<file path="src/rtl/alu_share_arb.sv">
// alu_share_arb: shares one external combinational 32-bit ALU between two
// requesters (port 0 = pipeline EX stage, port 1 = coprocessor).
// Flow: IDLE (arbitrate, latch operands) -> EXEC (drive ALU, wait LAT_EXTRA
// extra cycles) -> RESP (hold result until the owner consumes it) -> IDLE.
// Build option: define ALU_ARB_RR_EN for round-robin arbitration on ties;
// otherwise port 0 has fixed priority and port 1 may starve.
//
// state | meaning
// ------+---------------------------------------------------------------
// IDLE  | waiting for a request; ready shown to the granted port only
// EXEC  | alu_* driven from latched operands, counter runs 0..LAT_EXTRA
// RESP  | result held, rsp<owner>_valid high until rsp<owner>_ready
module alu_share_arb #(
  parameter int LAT_EXTRA = 0
) (
  input  logic        i_clk,
  input  logic        i_reset,
  input  logic        i_req0_valid,
  input  logic [3:0]  i_req0_op,
  input  logic [31:0] i_req0_a,
  input  logic [31:0] i_req0_b,
  input  logic [4:0]  i_req0_shamt,
  output logic        o_req0_ready,
  input  logic        i_req1_valid,
  input  logic [3:0]  i_req1_op,
  input  logic [31:0] i_req1_a,
  input  logic [31:0] i_req1_b,
  input  logic [4:0]  i_req1_shamt,
  output logic        o_req1_ready,
  output logic        o_rsp0_valid,
  output logic        o_rsp1_valid,
  input  logic        i_rsp0_ready,
  input  logic        i_rsp1_ready,
  output logic [31:0] o_rsp_data,
  output logic        o_rsp_ovf,
  output logic [31:0] o_alu_a,
  output logic [31:0] o_alu_b,
  output logic [4:0]  o_alu_shamt,
  output logic [3:0]  o_alu_op,
  input  logic [31:0] i_alu_o,
  input  logic        i_alu_ovf
);

  typedef enum logic [1:0] {
    S_IDLE = 2'd0,
    S_EXEC = 2'd1,
    S_RESP = 2'd2
  } state_t;

  localparam logic [3:0] LAT_CNT = 4'(LAT_EXTRA);

  state_t      r_state;
  logic [3:0]  r_cnt;
  logic        r_owner;
  logic        r_rsp0_valid;
  logic        r_rsp1_valid;
  logic [31:0] r_rsp_data;
  logic        r_rsp_ovf;
  logic [31:0] r_alu_a;
  logic [31:0] r_alu_b;
  logic [4:0]  r_alu_shamt;
  logic [3:0]  r_alu_op;

  logic w_grant0;
  logic w_grant1;
  logic w_accept;
  logic w_rsp_hs;

`ifdef ALU_ARB_RR_EN
  // Last-granted port; reset to 1 so port 0 wins the first tie.
  logic r_last;

  // Round-robin: on a tie, port 1 wins only if port 0 was granted last.
  always_comb begin
    w_grant1 = i_req1_valid && (!i_req0_valid || !r_last);
    w_grant0 = i_req0_valid && !w_grant1;
  end

  // Pointer tracks the winner of every accepted request.
  always_ff @(posedge i_clk or posedge i_reset) begin
    if (i_reset)
      r_last <= 1'b1;
    else if (w_accept)
      r_last <= w_grant1;
  end
`else
  // Fixed priority: port 0 always wins a tie.
  always_comb begin
    w_grant0 = i_req0_valid;
    w_grant1 = i_req1_valid && !i_req0_valid;
  end
`endif

  assign w_accept     = (r_state == S_IDLE) && (w_grant0 || w_grant1);
  assign w_rsp_hs     = r_owner ? i_rsp1_ready : i_rsp0_ready;
  assign o_req0_ready = (r_state == S_IDLE) && w_grant0;
  assign o_req1_ready = (r_state == S_IDLE) && w_grant1;

  assign o_rsp0_valid = r_rsp0_valid;
  assign o_rsp1_valid = r_rsp1_valid;
  assign o_rsp_data   = r_rsp_data;
  assign o_rsp_ovf    = r_rsp_ovf;
  assign o_alu_a      = r_alu_a;
  assign o_alu_b      = r_alu_b;
  assign o_alu_shamt  = r_alu_shamt;
  assign o_alu_op     = r_alu_op;

  // Sequencer: operand latch, wait counter, result capture and response.
  always_ff @(posedge i_clk or posedge i_reset) begin
    if (i_reset) begin
      r_state      <= S_IDLE;
      r_cnt        <= '0;
      r_owner      <= 1'b0;
      r_rsp0_valid <= 1'b0;
      r_rsp1_valid <= 1'b0;
      r_rsp_data   <= '0;
      r_rsp_ovf    <= 1'b0;
      r_alu_a      <= '0;
      r_alu_b      <= '0;
      r_alu_shamt  <= '0;
      r_alu_op     <= '0;
    end else begin
      case (r_state)
        S_IDLE: begin
          if (w_accept) begin
            // ALU inputs come straight from these registers, so they stay
            // put outside EXEC until the next accepted request.
            r_owner     <= w_grant1;
            r_alu_op    <= w_grant1 ? i_req1_op    : i_req0_op;
            r_alu_a     <= w_grant1 ? i_req1_a     : i_req0_a;
            r_alu_b     <= w_grant1 ? i_req1_b     : i_req0_b;
            r_alu_shamt <= w_grant1 ? i_req1_shamt : i_req0_shamt;
            r_cnt       <= '0;
            r_state     <= S_EXEC;
          end
        end
        S_EXEC: begin
          if (r_cnt == LAT_CNT) begin
            r_rsp_data   <= i_alu_o;
            r_rsp_ovf    <= i_alu_ovf;
            r_rsp0_valid <= !r_owner;
            r_rsp1_valid <= r_owner;
            r_state      <= S_RESP;
          end else begin
            r_cnt <= r_cnt + 4'd1;
          end
        end
        S_RESP: begin
          if (w_rsp_hs) begin
            r_rsp0_valid <= 1'b0;
            r_rsp1_valid <= 1'b0;
            r_cnt        <= '0;
            r_state      <= S_IDLE;
          end
        end
        default: begin
          r_state <= S_IDLE;
        end
      endcase
    end
  end

endmodule
</file>
<file path="config.mk">
export PLATFORM = sky130hd
export DESIGN_NAME = alu_share_arb
export DESIGN_NICKNAME = d
export VERILOG_FILES = /design/src/rtl/alu_share_arb.sv
export SDC_FILE = /design/constraint.sdc
export NUM_CORES = 1
export LEC_CHECK = 0
export CORE_ASPECT_RATIO = 1.25
export CORE_MARGIN = 5
export CORE_UTILIZATION = 43
export DETAILED_ROUTE_END_ITERATION = 8
export GPL_TIMING_DRIVEN = 0
export PLACE_DENSITY = 0.87
export RECOVER_POWER = 25
export SETUP_SLACK_MARGIN = 0.5
export SKIP_CTS_REPAIR_TIMING = 1
export SYNTH_ARGS = -nofsm -noshare
export SYNTH_HDL_FRONTEND = slang
export SYNTH_SLANG_ARGS = --single-unit
</file>
<file path="constraint.sdc">
create_clock -name i_clk -period 7 [get_ports i_clk]
set_input_delay 1.05 -clock i_clk [delete_from_list [all_inputs] [get_ports i_clk]]
set_output_delay 1.05 -clock i_clk [all_outputs]
set_load 0.02 [all_outputs]
</file>
==> results.ini <==
[grt]
grt_max_degree=60
grt_pass1_vias=4930
track_usage_pct=21.4
grt_antenna_before_repair=0
grt_first_pass_wirelength_um=25800
grt_overflow=0

[cells_and_area]
fin_util_pct=73.6
instances_no_fill=859
register_area_mm2=0.00288
drive_above_1_share_pct=32.4
multi_input_area_mm2=0.00248
n_fill_cell=864
nNetsFinal=865
syn_to_final_growth_pct=67.3
diodes=0

[cts]
clk_pin_slew_ps=50
clkSinkCount=115
tritoncts=built
cts_buffers=17
clkLatencyLatePin_ps=400
htree_levels=4
root_buffer=clkbuf_16
clk_path_buf_depth=2

[worst_setup_path]
arrival_ps=2940
critPathRequiredTime_ps=5950
critical_path.slowest_cell=clkdlybuf4s50_1
cp-start-kind=input port
critical_path.max_fanout=10
slowest_delay_ps=620
path_class=input port to output port
crit_start=i_req1_valid
r2r-start=r_cnt[0]
setup.worst_path.end_class=output port
crit_chain=clkdlybuf4s50_1 -> nor2b_1 -> buf_6 -> buf_6 -> and2_1 -> clkdlybuf4s50_1

[power_and_ir_drop]
power_w=0.00410
p_switching_w=0.00143
peakVddDrop_mv=0.308
pwr-share-comb_pct=50.0
powerDensity_mw_per_mm2=438
leakage_nw=3.93
switching_share_pct=34.8
p_seq_share_pct=29.1
cellInternalPower_w=0.00267
power_frac_clock_pct=20.9

[status]
violations=max-capacitance violations, max-slew violations
status=complete, but fails checks

[route]
route.detailed.drc=0
vias=4227
routed_via_density=4.92
drtAntennaViolNets=0
post_drt_wl_per_cell_um=19.4
routed_wl_um=16600
drtIter0Drc=109
first_pass_iters=4

[sta]
slew_headroom_pct=-71.2
worst_slew_pin_slew_ps=2550
fin_crit_sh_pct=57.0
hold_viol_final=0
setup_tns_ps=0
min_period_ps=3990
drv_slew=57
setup_violations=0
fmax_mhz=251
hold_ws_ps=497
rsz0062_at_grt=no
skew_ps=8.64

[floorplan]
pin_count=295
coreArea_mm2=0.0127
initial_utilization_pct=44.0
row_count=46
die-area_mm2=0.0154
die_w_um=112
die_h_um=138

[hold_path]
min-delay-start=o_rsp_data[24]
hp-class=register to register

[logic_synthesis]
synthCells=364
ys_seq_elements=115
ys_seq_area_share_pct=51.4
syn_avg_cell_area_um2=15.4
yosysWarnings=0
synth_nets=551
synth_area_mm2=0.00560
synth.distinct_cells=34

[placed_design]
io_buffers=294
gp_congestion=0.944
place_hpwl_um=13400
dp_cells=827

[job]
drv_cap=1

## layout make-up
type	instances	area share, %
repair buffers	295	31.7
flip-flops and latches	115	30.7
plain buffers	22	2.08
well taps	168	2.24
inverters	7	0.294
multi-input cells	220	26.5
clock buffers	19	4.84
clock inverters	13	1.59
## state kept, by name, summed over array words and instances (netlist names)
| signal | cells |
|---|---|
| r_state | 2 |
| r_cnt | 4 |
| o_alu_a | 32 |
| o_rsp_ovf | 1 |
| o_rsp_data | 32 |
| o_alu_shamt | 5 |
| o_alu_b | 32 |
| r_owner | 1 |
| o_rsp1_valid | 1 |
| o_rsp0_valid | 1 |
| o_alu_op | 4 |
## final timing paths
| kind | to | slack [ps] | cells after the start |
|---|---|---|---|
| setup / recovery | o_req1_ready | 3010 | 6 |
| hold reg to reg | o_rsp_data[24] | 500 | 1 |
| min in group asynchronous | o_alu_b[14] | 1810 | 2 |
| hold / removal | o_rsp_data[24] | 500 | 1 |
| setup reg to reg | o_rsp_data[1] | 4960 | 6 |
| max in group asynchronous | o_rsp_data[24] | 4020 | 2 |
## cells in the final DEF, fill, tap and decap left out, types with 4 or more instances in the layout
master           synthesis  routed
mux2_4                  50      50
buf_6                   13      13
inv_6                    0       4
a21oi_1                  4       4
dfrtp_1                115     115
mux2_1                  11      11
nor2b_1                  4       4
clkdlybuf4s50_1          0     292
mux2_2                 118     118
inv_1                    7       6
clkbuf_16                0      17
## cell families after synthesis
group                      synth area share, %
DFF                                       51.4
adders and majority gates                0.447
muxes                                     39.5
AOI/OAI and AO/OA                         2.10
and+or+nand+nor                           2.37
buffers and inverters                     4.16
## through the flow
stage                     instance area, um^2  worst slack (ps)
final                                    9370              3010
after CTS                                9380              2990
after floorplan                          5600              2910
after global routing                     9370              2940
after detailed placement                 8780              3030
after global placement                   8750              1300
## synth_stat cells
master | number | share of area (%)
o22ai_1 | 2 | 0.22
and2_1 | 2 | 0.22
o211ai_1 | 1 | 0.13
a31oi_1 | 2 | 0.22
a22oi_1 | 1 | 0.13
nor3b_2 | 1 | 0.22
mux2_2 | 118 | 24
a2bb2oi_1 | 1 | 0.16
nor2b_1 | 4 | 0.45
inv_1 | 7 | 0.47
a221oi_1 | 1 | 0.16
ha_1 | 2 | 0.45
nand2_1 | 3 | 0.20
o2bb2ai_1 | 1 | 0.16
nand3_1 | 2 | 0.18
and3_1 | 2 | 0.22
nand2_4 | 1 | 0.20
a21o_1 | 1 | 0.13
nor2_1 | 2 | 0.13
mux2_1 | 11 | 2.2
or3b_2 | 1 | 0.16
nor2_2 | 1 | 0.11
nor3_1 | 1 | 0.089
a211oi_1 | 1 | 0.13
o22a_1 | 1 | 0.16
buf_6 | 13 | 2.6
mux2_4 | 50 | 13
o21a_1 | 1 | 0.13
buf_2 | 3 | 0.27
dfrtp_1 | 115 | 51
a21oi_1 | 4 | 0.36
or4b_1 | 1 | 0.18
mux2i_1 | 1 | 0.18
buf_4 | 6 | 0.80
## metal layers
layer | share of wire (%) | global-route usage [%] | up-vias
met4 | 1.6 | 6.08 | 0
met5 | 0 | 0 | -
met3 | 8.7 | 8.66 | 24
li1 | - | - | 1947
met1 | 35 | 21.5 | 2050
met2 | 55 | 40.8 | 206
## worst max-delay path, delay by kind of cell
kind / cells / cell delay (ps)
buffers and inverters: 4 / 1530
and+or+nand+nor: 2 / 360
## power by group through the flow
stage	registers (W)	logic, W	clock network [W]
6_report	0.00119	0.00205	0.000858
5_1_grt	0.00124	0.00215	0.000912
4_1_cts	0.00120	0.00209	0.000878
3_5_place_dp	0.00120	0.00207	0
3_3_place_gp	0.00117	0.00202	0
2_1_floorplan	0.00158	0.000720	0
No activity file was read; power rests on OpenSTA's default activity.
